===== src/rtl/rd_pkg.sv =====
// ============================================================================
// Module  : rd_pkg
// Brief   : KGP symbol encoding and prefix helpers for the rd_adder_pipe adder.
// Revision: 1.0  initial release
// ============================================================================
`default_nettype none

package rd_pkg;

  typedef logic [1:0] kgp_t;

  // 2'b10 is never produced; carry detection relies on G being all ones.
  localparam kgp_t KGP_K = 2'b00;
  localparam kgp_t KGP_P = 2'b01;
  localparam kgp_t KGP_G = 2'b11;

  function automatic kgp_t kgp_compose(input kgp_t hi, input kgp_t lo);
    return (hi == KGP_P) ? lo : hi;
  endfunction

  function automatic kgp_t kgp_gen(input logic a, input logic b);
    kgp_t s;
    if (a & b)      s = KGP_G;
    else if (a ^ b) s = KGP_P;
    else            s = KGP_K;
    return s;
  endfunction

endpackage

`default_nettype wire


===== src/rtl/rd_prefix_level.sv =====
// ============================================================================
// Module  : rd_prefix_level
// Brief   : One combinational Kogge-Stone level: x[i] = x[i] o x[i-DIST].
// Revision: 1.0  initial release
// ============================================================================
`default_nettype none

module rd_prefix_level #(
  parameter int WIDTH = 64,
  parameter int DIST  = 1
) (
  input  logic [2*WIDTH-1:0] i_sym,
  output logic [2*WIDTH-1:0] o_sym
);
  import rd_pkg::*;

  genvar i;
  generate
    for (i = 0; i < WIDTH; i++) begin : g_bit
      if (i >= DIST) begin : g_comb
        assign o_sym[2*i +: 2] = kgp_compose(i_sym[2*i +: 2], i_sym[2*(i-DIST) +: 2]);
      end else begin : g_pass
        assign o_sym[2*i +: 2] = i_sym[2*i +: 2];
      end
    end
  endgenerate

endmodule

`default_nettype wire


===== src/rtl/rd_adder_pipe.sv =====
// ============================================================================
// Module  : rd_adder_pipe
// Brief   : Fully pipelined Kogge-Stone adder/subtractor with valid/ready flow.
// Revision: 1.0  initial release
// ============================================================================
`default_nettype none

module rd_adder_pipe #(
  parameter int WIDTH = 64,
  parameter int TAG_W = 4
) (
  input  logic             clk,
  input  logic             rst_n,
  input  logic             in_valid,
  output logic             in_ready,
  input  logic [WIDTH-1:0] in_a,
  input  logic [WIDTH-1:0] in_b,
  input  logic             in_cin,
  input  logic             in_sub,
  input  logic [TAG_W-1:0] in_tag,
  output logic             out_valid,
  input  logic             out_ready,
  output logic [WIDTH-1:0] out_sum,
  output logic             out_cout,
  output logic             out_ovf,
  output logic [TAG_W-1:0] out_tag
);
  import rd_pkg::*;

  localparam int LEVELS = $clog2(WIDTH);

  logic                 w_advance;
  logic [WIDTH-1:0]     w_b_eff;
  logic                 w_c0;
  kgp_t [WIDTH-1:0]     w_sym0;
  kgp_t [WIDTH-1:0]     w_lvl   [0:LEVELS-1];
  logic [WIDTH-1:0]     w_carry;
  logic [WIDTH-1:0]     w_sum;

  // Stage 0 holds the KGP generation result; stage k holds prefix level k.
  kgp_t [WIDTH-1:0]     r_sym   [0:LEVELS];
  logic [WIDTH-1:0]     r_a     [0:LEVELS];
  logic [WIDTH-1:0]     r_b     [0:LEVELS];
  logic                 r_c0    [0:LEVELS];
  logic [TAG_W-1:0]     r_tag   [0:LEVELS];
  logic                 r_vld   [0:LEVELS];

  logic                 r_out_valid;
  logic [WIDTH-1:0]     r_out_sum;
  logic                 r_out_cout;
  logic                 r_out_ovf;
  logic [TAG_W-1:0]     r_out_tag;

  assign w_advance = !r_out_valid || out_ready;
  assign in_ready  = w_advance;

  // Carry-in is folded into bit 0 as a G/K symbol, so no separate carry chain.
  always_comb begin
    w_b_eff = in_sub ? ~in_b : in_b;
    w_c0    = in_sub | in_cin;
    w_sym0  = '0;
    for (int i = 0; i < WIDTH; i++) begin
      w_sym0[i] = kgp_gen(in_a[i], w_b_eff[i]);
    end
    w_sym0[0] = kgp_compose(w_sym0[0], w_c0 ? KGP_G : KGP_K);
  end

  genvar k;
  generate
    for (k = 0; k < LEVELS; k++) begin : g_level
      rd_prefix_level #(
        .WIDTH (WIDTH),
        .DIST  (1 << k)
      ) u_level (
        .i_sym (r_sym[k]),
        .o_sym (w_lvl[k])
      );
    end
  endgenerate

  always_comb begin
    w_carry = '0;
    for (int i = 0; i < WIDTH; i++) begin
      w_carry[i] = (r_sym[LEVELS][i] == KGP_G);
    end
    w_sum = r_a[LEVELS] ^ r_b[LEVELS] ^ {w_carry[WIDTH-2:0], r_c0[LEVELS]};
  end

  always_ff @(posedge clk or negedge rst_n) begin
    if (!rst_n) begin
      for (int s = 0; s <= LEVELS; s++) begin
        r_sym[s] <= '0;
        r_a[s]   <= '0;
        r_b[s]   <= '0;
        r_c0[s]  <= 1'b0;
        r_tag[s] <= '0;
        r_vld[s] <= 1'b0;
      end
      r_out_valid <= 1'b0;
      r_out_sum   <= '0;
      r_out_cout  <= 1'b0;
      r_out_ovf   <= 1'b0;
      r_out_tag   <= '0;
    end else if (w_advance) begin
      r_vld[0] <= in_valid;
      r_sym[0] <= w_sym0;
      r_a[0]   <= in_a;
      r_b[0]   <= w_b_eff;
      r_c0[0]  <= w_c0;
      r_tag[0] <= in_tag;
      // Operands travel with their symbols so the final XOR uses matching copies.
      for (int s = 1; s <= LEVELS; s++) begin
        r_vld[s] <= r_vld[s-1];
        r_sym[s] <= w_lvl[s-1];
        r_a[s]   <= r_a[s-1];
        r_b[s]   <= r_b[s-1];
        r_c0[s]  <= r_c0[s-1];
        r_tag[s] <= r_tag[s-1];
      end
      r_out_valid <= r_vld[LEVELS];
      r_out_sum   <= w_sum;
      r_out_cout  <= w_carry[WIDTH-1];
      r_out_ovf   <= w_carry[WIDTH-1] ^ w_carry[WIDTH-2];
      r_out_tag   <= r_tag[LEVELS];
    end
  end

  assign out_valid = r_out_valid;
  assign out_sum   = r_out_sum;
  assign out_cout  = r_out_cout;
  assign out_ovf   = r_out_ovf;
  assign out_tag   = r_out_tag;

endmodule

`default_nettype wire

===== config.mk =====
export PLATFORM = sky130hd
export DESIGN_NAME = rd_adder_pipe
export DESIGN_NICKNAME = d
export VERILOG_FILES = /design/src/rtl/rd_pkg.sv /design/src/rtl/rd_prefix_level.sv /design/src/rtl/rd_adder_pipe.sv
export SDC_FILE = /design/constraint.sdc
export NUM_CORES = 2
export LEC_CHECK = 0
export ABC_AREA = 1
export BUFFER_PORTS_ARGS = -buffer_cell sky130_fd_sc_hd__buf_2
export CELL_PAD_IN_SITES_DETAIL_PLACEMENT = 0
export CELL_PAD_IN_SITES_GLOBAL_PLACEMENT = 1
export CORE_UTILIZATION = 48
export CTS_CLUSTER_SIZE = 20
export DETAILED_ROUTE_END_ITERATION = 8
export GPL_TIMING_DRIVEN = 1
export PLACE_DENSITY_LB_ADDON = 0.08
export SLEW_MARGIN = 15
export SYNTH_ARGS = -nofsm -noshare
export SYNTH_HDL_FRONTEND = slang
export SYNTH_SLANG_ARGS = --single-unit

===== constraint.sdc =====
create_clock -name clk -period 2.08 [get_ports clk]
set_input_delay 0.624 -clock clk [delete_from_list [all_inputs] [get_ports clk]]
set_output_delay 0.624 -clock clk [all_outputs]
set_load 0.005 [all_outputs]

==> summary.txt <==
antenna violations before repair -> 14
crit path DAT -> 1580 ps
Final ANT Viol Nets -> 0
Critical Path Sink Type -> output pin
clock skew -> 22.90 ps
global-route wire length before repair -> 344000 um
DP Worst Slack -> 84.83 ps
top_reg_cell synth -> dfrtp_1
I/O Buffers -> 209
Hold EP -> r_sym[877]
Worst-Skew Late Latency -> 830 ps
DRT Wirelength -> 223700 um
clock slew at reported path FFs -> 60 ps
leakage power -> 44.63 nW
DR pass1 iterations -> 6
post-synth top area cell -> dfrtp_1
gr usage total -> 0.2851
DRC Markers -> 0
startpoint types -> register
Crit-path slowest cell -> dfrtp_2
Setup-failing EPs final -> 7
peak supply drop -> 1.141 mV
Critical R2R Capture -> out_sum[55]
Initial DRC Count -> 5587
Hold Violations, Final -> 0
Max Cap Viol -> 0
reg2reg start -> out_valid
number of global-route vias before repair -> 54.58k
min-delay src -> in_a[54]
Tcrit/Tclk final -> 1.058
Synth cell types -> 21
Die X -> 399.8 um
worst hold path type -> in -> reg
fin nets -> 9108
Longest Clk Path Bufs -> 3
Crit. Startpoint -> out_valid
Worst Reg2Reg Path Length in Cells -> 8
CP required -> 1460 ps
core footprint -> 156600 um^2
Worst Tran Pin Value -> 809.2 ps
Worst Slack Setup Final -> -121.2 ps
Worst R2R Setup Slack -> 170 ps
Power per Cell Area -> 1609 nW/um^2
Gate Count Post-Synth -> 8688
Syn. warnings -> 0
# placed instances -> 10.81k
Netlist Area Pre-Place -> 75950 um^2
Buf/Inv on CP -> 2
Max-slew headroom -> 0.4549
Yosys reg bits -> 1905
cell area after layout -> 87590 um^2
Top delay family on crit path -> flip-flops
top-count cell post-synth -> nand2_1
IO Pins -> 210
Crit path top cell by count -> buf_6
total grt overflow -> 0
failing checks -> setup timing
post-synthesis sequential area ratio -> 0.6276
Post-synth EDFFs -> 0
largest net degree at the start of global routing -> 82
crit path kind -> reg -> out
fill count -> 14.57k
outcome -> finished with violations
Die Span Y -> 399.8 um
critical-path maximum fanout -> 2
Via Count -> 58.05k
crit-path max cell delay -> 490 ps
post-synth top area share -> 0.6276
mean post-synth cell area -> 8.742 um^2
drt via density -> 5.191
clk sinks -> 1905
RSZ-0062 raised after global routing -> yes
crit-path cells -> buf_6 -> buf_6
Starting Density -> 0.4851
root buffer cell -> clkbuf_16
CTS Buf Count -> 200
Synth top cells by count -> nand2_1 (4179), dfrtp_1 (1905), o21ai_0 (1052)
fin util -> 0.5594
Final HPWL DP -> 167400 um
Synth-to-Final Area Change -> 15.32%
Hold Crit Depth -> 3
Non-Filler Instances -> 11.18k
H-tree levels -> 4
FMAX -> 454.3 MHz
Rows -> 145
Die Footprint -> 159800 um^2
ratio of cells with drive above 1 in the final layout -> 0.08765
leading post-synthesis cells by cell area -> dfrtp_1 (63%), nand2_1 (21%), o21ai_0 (6.9%)
fraction of registers with async set/reset -> 1.000
DP Area -> 80890 um^2
Routability Congestion -> 0.9150
routed length per instance -> 20.00 um
post-route minimum period -> 2201 ps
Slew Viols, Final -> 0
CTS tree -> yes
Mapped Nets -> 8828
layout make-up:
cell class	count	area [um^2]	area share
diodes	8	20.02	0.0002286
inverters	346	1299	0.01483
repair buffers	501	4627	0.05282
clock buffers	304	5923	0.06762
multi-input cells	6014	24990	0.2853
clock inverters	46	466.7	0.005328
flip-flops and latches	1905	47690	0.5445
well taps	2058	2575	0.02940
worst reg2reg max path, stage by stage, from the launching register on:
cell,delay (ps)
dfrtp_2,490
buf_6,140
inv_2,40
nor2_4,140
buf_12,260
buf_12,280
buf_12,280
nand2_1,120
nand2_1,70
placed cells by master (no fill, tap or decap), types with 59 or more instances in the layout:
master	netlist	routed
nand2_1	4179	4179
o21ai_1	59	59
buf_2	174	192
a21oi_1	243	243
xor2_1	63	63
nor2_1	132	132
o21ai_0	1052	1052
clkbuf_16	0	206
buf_12	0	100
dfrtp_1	1905	1888
inv_1	345	345
buf_4	50	179
nand3_1	278	278
routing by layer:
layer | track usage | wire length, um | vias up
li1 | - | - | 28030
met1 | 0.4665 | 113000 | 28190
met2 | 0.3917 | 92510 | 1541
met3 | 0.03929 | 12860 | 278
met4 | 0.07538 | 5294 | 2
met5 | 0 | 11 | -
flip-flops by register name, summed over array words and instances, names as in the netlist:
signal,count
r_sym,896
r_a,448
r_b,448
out_sum,64
r_tag,28
r_c0,7
r_vld,7
out_tag,4
out_cout,1
out_ovf,1
out_valid,1
worst max-delay path by stage:
stage,to,slack (ps),depth (start not counted)
global placement,r_sym[804],60,7
finish,out_valid,-120,2
global route,out_valid,-170,2
detailed placement,r_sym[804],80,7
CTS,out_valid,-170,2
floorplan,in_ready,100,5
stage by stage:
stage | total power, mW | setup TNS (ps) | hold slack [ps]
6_report | 140.9 | -254.0 | 50.16
5_1_grt | 150.4 | -709.2 | 26.43
4_1_cts | 141.4 | -1041 | 1.303
3_5_place_dp | 105.8 | 0 | 434.7
3_3_place_gp | 104.5 | 0 | 441.8
2_1_floorplan | 86.12 | 0 | 328.4
where the power goes:
group          leakage [nW]  internal (mW)  total, mW  switching, mW
Sequential             23.6           53.5       69.3           15.9
Clock                  3.16           20.4       35.0           14.6
Combinational          17.8           13.4       36.6           23.2
what timing repair did:
action	CTS	global route
hold buffers	14	0
endpoints found under the setup margin	20	14
pin swaps	1	0
gates resized for setup	28	7
setup buffers	4	0
endpoints found under the hold margin	149	0
cell families (layout without fill, tap and decap cells):
kind of cell,Yosys count,count (layout),share of synthesized area
AO/OA/AOI/OAI,1357,1357,0.08950
XOR/XNOR,64,64,0.007380
adder cells (fa/ha/maj),2,2,0.0003294
buffers and inverters,769,1197,0.04354
flip-flops,1905,1905,0.6276
other,0,8,0
AND/OR/NAND/NOR,4591,4591,0.2316
Note: power is estimated with default switching activity, not from simulation.
